`src/rtl/seq_multiplier_nb.sv`:
```
// Sequential shift-and-add multiplier: one WIDTH-bit add per clock, WIDTH clocks per product,
// optional two's-complement operands handled as sign-magnitude around an unsigned core.
module seq_multiplier_nb #(
    parameter int WIDTH = 8
) (
    input  logic                 clk,
    input  logic                 reset_L,
    input  logic                 start,
    input  logic [WIDTH-1:0]     A,
    input  logic [WIDTH-1:0]     B,
    input  logic                 signed_mode,
    output logic                 busy,
    output logic                 done,
    output logic [2*WIDTH-1:0]   resultado
);

    localparam int CNT_W = (WIDTH > 1) ? $clog2(WIDTH) : 1;
    localparam logic [CNT_W-1:0] LAST_CNT = CNT_W'(WIDTH - 1);

    typedef enum logic {
        IDLE = 1'b0,
        RUN  = 1'b1
    } state_t;

    state_t                state_q, state_d;
    logic [WIDTH-1:0]      mcand_q, mcand_d;
    logic [WIDTH-1:0]      mplier_q, mplier_d;
    logic [2*WIDTH-1:0]    acc_q, acc_d;
    logic [CNT_W-1:0]      cnt_q, cnt_d;
    logic                  neg_q, neg_d;
    logic                  busy_q, busy_d;
    logic                  done_q, done_d;
    logic [2*WIDTH-1:0]    res_q, res_d;

    logic [WIDTH-1:0]      addend;
    logic [WIDTH:0]        sum;
    logic [2*WIDTH-1:0]    acc_shifted;
    logic                  unused_acc_lsb;

    // |v| for a two's-complement value; |-2^(WIDTH-1)| still fits as an unsigned WIDTH-bit value.
    function automatic logic [WIDTH-1:0] magnitude(input logic [WIDTH-1:0] v, input logic sm);
        magnitude = (sm && v[WIDTH-1]) ? (~v + WIDTH'(1)) : v;
    endfunction

    function automatic logic [2*WIDTH-1:0] apply_sign(input logic [2*WIDTH-1:0] p, input logic neg);
        apply_sign = neg ? (~p + (2*WIDTH)'(1)) : p;
    endfunction

    assign unused_acc_lsb = acc_q[0];

    always_comb begin
        state_d  = state_q;
        mcand_d  = mcand_q;
        mplier_d = mplier_q;
        acc_d    = acc_q;
        cnt_d    = cnt_q;
        neg_d    = neg_q;
        busy_d   = busy_q;
        done_d   = 1'b0;
        res_d    = res_q;

        addend      = mplier_q[0] ? mcand_q : {WIDTH{1'b0}};
        sum         = {1'b0, acc_q[2*WIDTH-1:WIDTH]} + {1'b0, addend};
        // Carry lands in the MSB after the right shift; the accumulator LSB falls off.
        acc_shifted = {sum, acc_q[WIDTH-1:1]};

        unique case (state_q)
            IDLE: begin
                if (start) begin
                    mcand_d  = magnitude(A, signed_mode);
                    mplier_d = magnitude(B, signed_mode);
                    neg_d    = signed_mode & (A[WIDTH-1] ^ B[WIDTH-1]);
                    acc_d    = '0;
                    cnt_d    = '0;
                    busy_d   = 1'b1;
                    state_d  = RUN;
                end
            end
            RUN: begin
                acc_d    = acc_shifted;
                mplier_d = mplier_q >> 1;
                cnt_d    = cnt_q + CNT_W'(1);
                if (cnt_q == LAST_CNT) begin
                    res_d   = apply_sign(acc_shifted, neg_q);
                    done_d  = 1'b1;
                    busy_d  = 1'b0;
                    state_d = IDLE;
                end
            end
            default: begin
                state_d = IDLE;
                busy_d  = 1'b0;
            end
        endcase
    end

    always_ff @(posedge clk or negedge reset_L) begin
        if (!reset_L) begin
            state_q  <= IDLE;
            mcand_q  <= '0;
            mplier_q <= '0;
            acc_q    <= '0;
            cnt_q    <= '0;
            neg_q    <= 1'b0;
            busy_q   <= 1'b0;
            done_q   <= 1'b0;
            res_q    <= '0;
        end else begin
            state_q  <= state_d;
            mcand_q  <= mcand_d;
            mplier_q <= mplier_d;
            acc_q    <= acc_d;
            cnt_q    <= cnt_d;
            neg_q    <= neg_d;
            busy_q   <= busy_d;
            done_q   <= done_d;
            res_q    <= res_d;
        end
    end

    assign busy      = busy_q;
    assign done      = done_q;
    assign resultado = res_q;

endmodule

```
`config.mk`:
```
export PLATFORM = sky130hd
export DESIGN_NAME = seq_multiplier_nb
export DESIGN_NICKNAME = d
export VERILOG_FILES = /design/src/rtl/seq_multiplier_nb.sv
export SDC_FILE = /design/constraint.sdc
export NUM_CORES = 1
export LEC_CHECK = 0
export ABC_AREA = 1
export BUFFER_PORTS_ARGS = -buffer_cell sky130_fd_sc_hd__buf_2
export CAP_MARGIN = 20
export CORE_AREA = 2 2 113 88
export CTS_CLUSTER_DIAMETER = 200
export CTS_CLUSTER_SIZE = 10
export DETAILED_ROUTE_END_ITERATION = 8
export DIE_AREA = 0 0 115 90
export PLACE_DENSITY = 0.59
export SETUP_SLACK_MARGIN = 0.3
export SLEW_MARGIN = 20
export SYNTH_ARGS = -nofsm -noshare
export SYNTH_HDL_FRONTEND = slang
export SYNTH_SLANG_ARGS = --single-unit
export TNS_END_PERCENT = 30
```
`constraint.sdc`:
```
create_clock -name clk -period 4.5 [get_ports clk]
set_clock_uncertainty 0.05 [all_clocks]
set_input_delay 0.675 -clock clk [delete_from_list [all_inputs] [get_ports clk]]
set_output_delay 0.675 -clock clk [all_outputs]
set_load 0.005 [all_outputs]
```
==> results of run 1 <==
## synth_stat cells (all sizes together)
cell type	number	area, sq um
nand2	122	508
dfrtp	54	1350
inv	54	203
o21ai	38	190
nor2	29	134
nand3	21	120
xor2	18	158
ha	13	163
a21oi	10	50.1
clkbuf	9	33.8
o211ai	6	45.0
o22ai	6	37.5
nor3	4	20.0
buf	3	26.3
a22o	2	17.5
nand4	2	12.5
o31ai	2	15.0
xnor2	2	17.5
a22oi	1	7.51
a31oi	1	6.26
fa	1	20.0
nor4	1	6.26
o21a	1	7.51
## worst max-delay path by stage
stage,start,cells after the start,end
after floorplan,mplier_q[0],15,resultado[15]
after global placement,mplier_q[0],14,resultado[15]
after detailed placement,mplier_q[0],14,resultado[14]
after CTS,mplier_q[0],14,resultado[14]
after global routing,mplier_q[0],14,resultado[14]
final,mplier_q[0],14,resultado[14]
## through the flow
| stage | utilization (%) | hold slack, ps | power (mW) | instance area, sq um |
|---|---|---|---|---|
| 2_1_floorplan | - | 329 | 1.54 | 3150 |
| 3_3_place_gp | 36.8 | 416 | 1.78 | 3430 |
| 3_5_place_dp | 36.8 | 416 | 1.80 | 3430 |
| 4_1_cts | 38.5 | 243 | 2.21 | 3580 |
| 5_1_grt | 38.5 | 255 | 2.39 | 3580 |
| 6_report | 38.5 | 229 | 2.18 | 3580 |
## critical path: stages (launching register included)
cell,delay [ps]
dfrtp_1,480
nand2_1,100
inv_1,40
ha_1,210
fa_1,510
nor2_1,250
nand2_4,100
nor2_4,130
nand2_1,70
nor2_1,100
nand3_1,90
nand2_1,70
nand2_1,60
nand3_1,60
nand2_1,50
## power groups by stage
stage / clock (mW) / sequential (mW) / combinational [mW]
6_report: 0.405 / 0.825 / 0.953
3_5_place_dp: 0 / 0.834 / 0.964
2_1_floorplan: 0 / 0.789 / 0.751
3_3_place_gp: 0 / 0.834 / 0.951
4_1_cts: 0.418 / 0.827 / 0.968
5_1_grt: 0.432 / 0.857 / 1.10
## layer usage
layer  up-vias  global-route usage, %  part of all wire [%]
li1       1346                      -                     -
met1      1242                   20.0                    51
met2        38                   22.1                    44
met3         7                   2.76                   3.3
met4         0                   3.61                   1.2
met5         -                      0                     0
## registers in the layout, summed over array words and instances, names as in the netlist
signal	count
resultado	16
state_q	1
busy	1
neg_q	1
done	1
cnt_q	3
acc_q	15
mcand_q	8
mplier_q	8
## cells by family (layout without fill, tap and decap cells)
logic type / after synthesis / after routing
flops: 54 / 54
buf+inv: 66 / 100
compound gates: 67 / 67
simple gates: 179 / 179
fa+ha+maj: 14 / 14
xor+xnor: 20 / 20
## final cells by class
type                    instances  area (sq um)  area share, %
well taps                     115           144           4.02
flip-flops and latches         54          1350           37.7
inverters                      54           203           5.66
multi-input cells             280          1540           42.9
repair buffers                 38           193           5.38
clock inverters                 2          16.3          0.454
clock buffers                   6           139           3.88
==> results.py, run 1 <==
metrics = {
    "clock_network": {
        "holdBufCountCts": 0,
        "post_cts_buffers": 0,
        "clk_pin_slew_ps": 70,
        "cts_root_buffer": "clkbuf_16",
        "clock_path_buffers": 2,
        "clock_latency_ps": 290,
        "cts_sinks": 54,
        "cts_buffers": 5,
        "cts_tree": "yes",
        "cts_resized": 0,
        "htreeDepth": 2,
    },
    "critical_path": {
        "worst_ep_arrival_time_ps": 2610,
        "path_max_fanout": 9,
        "r2r-start": "mplier_q[0]",
        "worstSetupStartpointType": "register",
        "r2r_slack_ps": 2030,
        "critical_path_required_ps": 4640,
        "critical_path_class": "register to register",
        "r2r_end": "resultado[14]",
        "critPathCaptureType": "register",
        "rr_worst_depth": 14,
    },
    "run_status": {
        "status": "complete, no violations",
    },
    "sta": {
        "min_period_over_period_pct": 54.9,
        "slew_headroom_pct": 39.4,
        "slew_violations": 0,
        "fmax_mhz": 405,
        "worst_slew_pin_slew_ps": 909,
        "setup-violations-final": 0,
        "fin_ws_ps": 2030,
        "hold_viol_final": 0,
        "tns_ps": 0,
        "finalCriticalPeriod_ps": 2470,
        "rsz0062_at_grt": "false",
    },
    "placed_design": {
        "preCtsSetupSlack_ps": 2050,
        "placedCellCount": 541,
        "dp_hpwl_um": 5130,
        "port_buffers": 37,
        "place_congestion": 0.863,
    },
    "drt": {
        "wirelength_um": 6870,
        "vias_per_cell": 4.80,
        "drt-initial-drc-count": 91,
        "ant_nets": 0,
        "route.vias.total": 2633,
        "wl_per_cell_um": 12.5,
        "dr.pass1.iters": 4,
        "drc": 0,
    },
    "synth": {
        "ys_seq_area_share_pct": 42.9,
        "synth-seq-cells": 54,
        "syn_inst": 400,
        "synth-adder-area-share_pct": 5.80,
        "synth_xor_area_share_pct": 5.56,
        "synth_compound_gate_area_share_pct": 12.0,
        "synth_nets": 434,
        "avgSynthCellArea_sq_um": 7.87,
        "synth_top_family_by_area": "simple AND/OR/NAND/NOR gates",
        "yosys_warnings": 0,
        "synth_mux_area_share_pct": 0,
        "yosys.area_share.simple_pct": 25.4,
        "synth_area_sq_um": 3150,
        "synth_cell_types": 30,
    },
    "finish": {
        "fillCellCount": 978,
        "drive_gt1_share_pct": 16.8,
        "diodes": 0,
        "layout_commonest_cell": "nand2_1",
        "layout.nets": 467,
        "area_growth_pct": 13.8,
        "instances_no_fill": 549,
        "final_cell_mix": "nand2_1 (110), dfrtp_1 (54), inv_1 (47)",
    },
    "grt": {
        "grt_pass1_vias": 2630,
        "grt_max_degree": 41,
        "antenna_found_initial": 0,
        "grt.total_usage_pct": 14.1,
        "grt_pass1_wl_um": 12000,
        "gr-total-overflow": 0,
    },
    "power": {
        "combPwrFrac_pct": 43.6,
        "power.density_nw_per_um2": 609,
        "p_int_mw": 1.27,
        "power.switching_uw": 917,
        "pwr-share-seq_pct": 37.8,
        "clkPwrFrac_pct": 18.5,
        "leakage_nw": 1.86,
        "switching_share_pct": 42.0,
        "ir_drop_mv": 0.231,
    },
    "run": {
        "cap_violations": 0,
    },
    "die": {
        "chipWidth_um": 115,
        "pin_count": 38,
        "die_h_um": 90,
        "dieArea_sq_um": 10400,
        "rows": 31,
        "core_area_sq_um": 9310,
        "start_util_pct": 33.8,
    },
    "hold_path": {
        "hold_path_class": "input port to asynchronous set/reset pin",
    },
}
Note: power is estimated with default switching activity, not from simulation.
==> inputs of run 2 (changes only) <==
--- a/config.mk
+++ b/config.mk
@@ -5,15 +5,15 @@
 export SDC_FILE = /design/constraint.sdc
 export NUM_CORES = 1
 export LEC_CHECK = 0
-export ABC_AREA = 1
+export ABC_AREA = 0
 export BUFFER_PORTS_ARGS = -buffer_cell sky130_fd_sc_hd__buf_2
 export CAP_MARGIN = 20
-export CORE_AREA = 2 2 113 88
+export CORE_AREA = 2 2 111 86
 export CTS_CLUSTER_DIAMETER = 200
 export CTS_CLUSTER_SIZE = 10
 export DETAILED_ROUTE_END_ITERATION = 8
-export DIE_AREA = 0 0 115 90
-export PLACE_DENSITY = 0.59
+export DIE_AREA = 0 0 113 88
+export PLACE_DENSITY = 0.61
 export SETUP_SLACK_MARGIN = 0.3
 export SLEW_MARGIN = 20
 export SYNTH_ARGS = -nofsm -noshare
==> constraint.sdc (replaced) <==
create_clock -name clk -period 2.1 [get_ports clk]
set_clock_uncertainty 0.05 [all_clocks]
set_input_delay 0.315 -clock clk [delete_from_list [all_inputs] [get_ports clk]]
set_output_delay 0.315 -clock clk [all_outputs]
set_load 0.005 [all_outputs]
==> run 2 against run 1 <==
- the run now ends with DRC, setup timing left
- register-to-register slack got worse by 2500 ps
- sequential cell count did not move
- first-iteration DRC count rose by 98%
- clock-buffer cell count did not move
- combinational power rose to 2.6 times the previous value
- worst hold slack improved by 40 ps
- sequential share of layout area fell by 3.2 points
- synthesized area fell by 3.5%
- die area fell by 3.9%
- critical path depth fell by 5
- clock power rose by 110%
- fmax fell by 4.7%
- critical path type unchanged
- critical endpoint is now resultado[15]
- largest power group unchanged
- highest routed layer unchanged
==> results.py, run 2 <==
metrics = {
    "sta": {
        "hold_viol_final": 0,
        "slew_headroom_pct": 48.6,
        "tns_ps": -2240,
        "setup-violations-final": 9,
        "fmax_mhz": 386,
        "worst_slew_pin_slew_ps": 770,
        "slew_violations": 0,
        "rsz0062_at_grt": "true",
        "min_period_over_period_pct": 123,
        "finalCriticalPeriod_ps": 2590,
        "fin_ws_ps": -493,
    },
    "critical_path": {
        "rr_worst_depth": 9,
        "slowest_stage": "or4_4",
        "critPathCapture": "resultado[15]",
        "r2r-start": "mplier_q[0]",
        "worst_ep_arrival_time_ps": 2770,
        "r2r_end": "resultado[15]",
        "crit_top_cell": "nand3_1",
        "max_stage_delay_ps": 500,
        "critPathCaptureType": "register",
        "path_max_fanout": 7,
        "cp_cell_sequence": "and2_4 -> ha_4 -> fa_2 -> nand3_1 -> and3_2 -> nor2_2 -> or4_4 -> or4_1 -> nand3_1",
        "critical_path_class": "register to register",
        "critical_path_required_ps": 2280,
        "worstSetupStartpointType": "register",
        "startpoint": "mplier_q[0]",
        "r2r_slack_ps": -490,
    },
    "synth": {
        "synth_area_sq_um": 3040,
        "synth_nets": 363,
        "synth_edf_count": 0,
        "ys_seq_area_share_pct": 44.4,
        "avgSynthCellArea_sq_um": 9.24,
        "syn_inst": 329,
        "synth_cell_types": 46,
        "synth_ff_type": "dfrtp_1",
        "synthArstFlopShare_pct": 100,
        "synth_top_area_share_pct": 44.4,
        "netlist_top_cells_count": "dfrtp_1 (54), nand2_1 (54), o21ai_0 (46)",
        "yosys_warnings": 0,
        "synth-seq-cells": 54,
        "synth_top_area_cell": "dfrtp_1",
        "ys_top_cells_by_area": "dfrtp_1 (44%), o21ai_0 (7.6%), nand2_1 (6.7%)",
    },
    "finish": {
        "seq_area_sq_um": 1350,
        "multi_input_area_sq_um": 1740,
        "instances_no_fill": 509,
        "layout.nets": 430,
        "fillCellCount": 879,
        "layout_commonest_cell": "nand2_1",
        "largest_reg_flops": 16,
        "drive_gt1_share_pct": 28.2,
        "final_cell_mix": "nand2_1 (54), dfrtp_1 (53), o21ai_0 (40)",
        "diodes": 0,
        "area_growth_pct": 28.7,
    },
    "die": {
        "die_h_um": 88,
        "dieArea_sq_um": 9940,
        "pin_count": 38,
        "start_util_pct": 34.3,
        "rows": 30,
        "core_area_sq_um": 8860,
        "chipWidth_um": 113,
    },
    "clock_network": {
        "clock_latency_ps": 290,
        "cts_tree": "yes",
        "cts_root_buffer": "clkbuf_16",
        "clk_pin_slew_ps": 70,
        "cts_buffers": 5,
        "clock_path_buffers": 2,
        "htreeDepth": 2,
        "cts_sinks": 54,
    },
    "drt": {
        "dr.pass1.iters": 6,
        "wl_per_cell_um": 12.7,
        "ant_nets": 0,
        "route.vias.total": 2441,
        "drc": 5,
        "wirelength_um": 6460,
        "vias_per_cell": 4.80,
        "drt-initial-drc-count": 180,
    },
    "power": {
        "power.density_nw_per_um2": 1310,
        "power.switching_mw": 1.96,
        "ir_drop_mv": 0.453,
        "leakage_nw": 1.87,
        "pwr-share-seq_pct": 34.7,
        "combPwrFrac_pct": 48.8,
        "p_int_mw": 3.18,
        "switching_share_pct": 38.2,
        "clkPwrFrac_pct": 16.5,
        "total_power_mw": 5.14,
    },
    "hold_path": {
        "hold_path_class": "input port to register",
        "worst_hold_path.num_cells": 3,
    },
    "grt": {
        "grt_pass1_vias": 2277,
        "grt_max_degree": 55,
        "gr-total-overflow": 0,
        "antenna_found_initial": 0,
        "grt_pass1_wl_um": 11200,
        "grt.total_usage_pct": 14.0,
    },
    "run_status": {
        "status": "complete, but fails checks",
        "violations": "DRC, setup timing",
    },
    "placed_design": {
        "place_congestion": 0.799,
        "port_buffers": 37,
        "dp_hpwl_um": 4820,
        "placedCellCount": 499,
    },
    "run": {
        "cap_violations": 0,
    },
}
run 2: cell count changes after synthesis, sizes merged, moves of 5 or more:
cell    delta
a22o       +8
or3        +6
nor2      -14
nand2     -68
o211ai     -6
and2       +8
clkbuf     +5
o21ai     +10
nand2b    +10
inv       -45
mux2i      +5
o22ai      -6
nand3     -12
run 2: cell type report:
class                      count  share of cell area (%)
clock buffer                   6                    3.55
clock inverter                 2                   0.320
inverter                       9                   0.863
multi-input combinational    250                    44.3
sequential                    54                    34.6
tap                          112                    3.58
timing repair buffer          76                    12.8
run 2: power groups by stage:
stage,Combinational [mW],Clock [mW],Sequential (mW)
global placement,2.27,0,1.77
detailed placement,2.30,0,1.79
global route,2.83,0.920,1.84
CTS,2.36,0.881,1.78
floorplan,1.43,0,1.71
finish,2.51,0.849,1.79
run 2: metrics by stage:
stage	hold WS (ps)	area [sq um]	utilization [%]	setup slack, ps
2_1_floorplan	-30.6	3070	-	-492
3_3_place_gp	286	3620	40.8	-502
3_5_place_dp	285	3620	40.8	-525
4_1_cts	263	3820	43.1	-497
5_1_grt	291	3910	44.2	-621
6_report	269	3910	44.2	-493
run 2: how the worst min path moves through the flow:
stage	startpoint	end
after floorplan	reset_L	acc_q[10]
after global placement	reset_L	mcand_q[6]
after detailed placement	reset_L	mcand_q[7]
after CTS	A[0]	mcand_q[0]
after global routing	A[0]	mcand_q[0]
final	A[0]	mcand_q[0]
run 2: cell families after synthesis:
kind of cell             share of synthesized area (%)
adder cells (fa/ha/maj)                           6.01
flip-flops                                        44.4
AND/OR/NAND/NOR                                   18.1
XOR/XNOR                                          7.20
buffers and inverters                             3.33
multiplexers                                      1.65
AO/OA/AOI/OAI                                     19.3
run 2: timing repair:
action | 4_1_cts | 5_1_grt
buffers inserted | 0 | 1
hold endpoints to repair | 54 | 0
hold buffers | 1 | 0
endpoints found under the setup margin | 15 | 15
gates resized for setup | 10 | 16
pin swaps | 8 | 4
run 2: per-layer routing:
layer | share of wire, % | vias up | global-route usage (%)
met4 | 0.53 | 0 | 2.66
met2 | 38 | 55 | 19.4
met3 | 5.1 | 4 | 3.11
met5 | 0 | - | 0
li1 | - | 1283 | -
met1 | 56 | 1099 | 22.3
run 2: worst max-delay path, delay by kind of cell (launching register included):
kind | cells | cell delay (ps)
flip-flops | 1 | 430
adder cells (fa/ha/maj) | 2 | 540
AND/OR/NAND/NOR | 7 | 1520
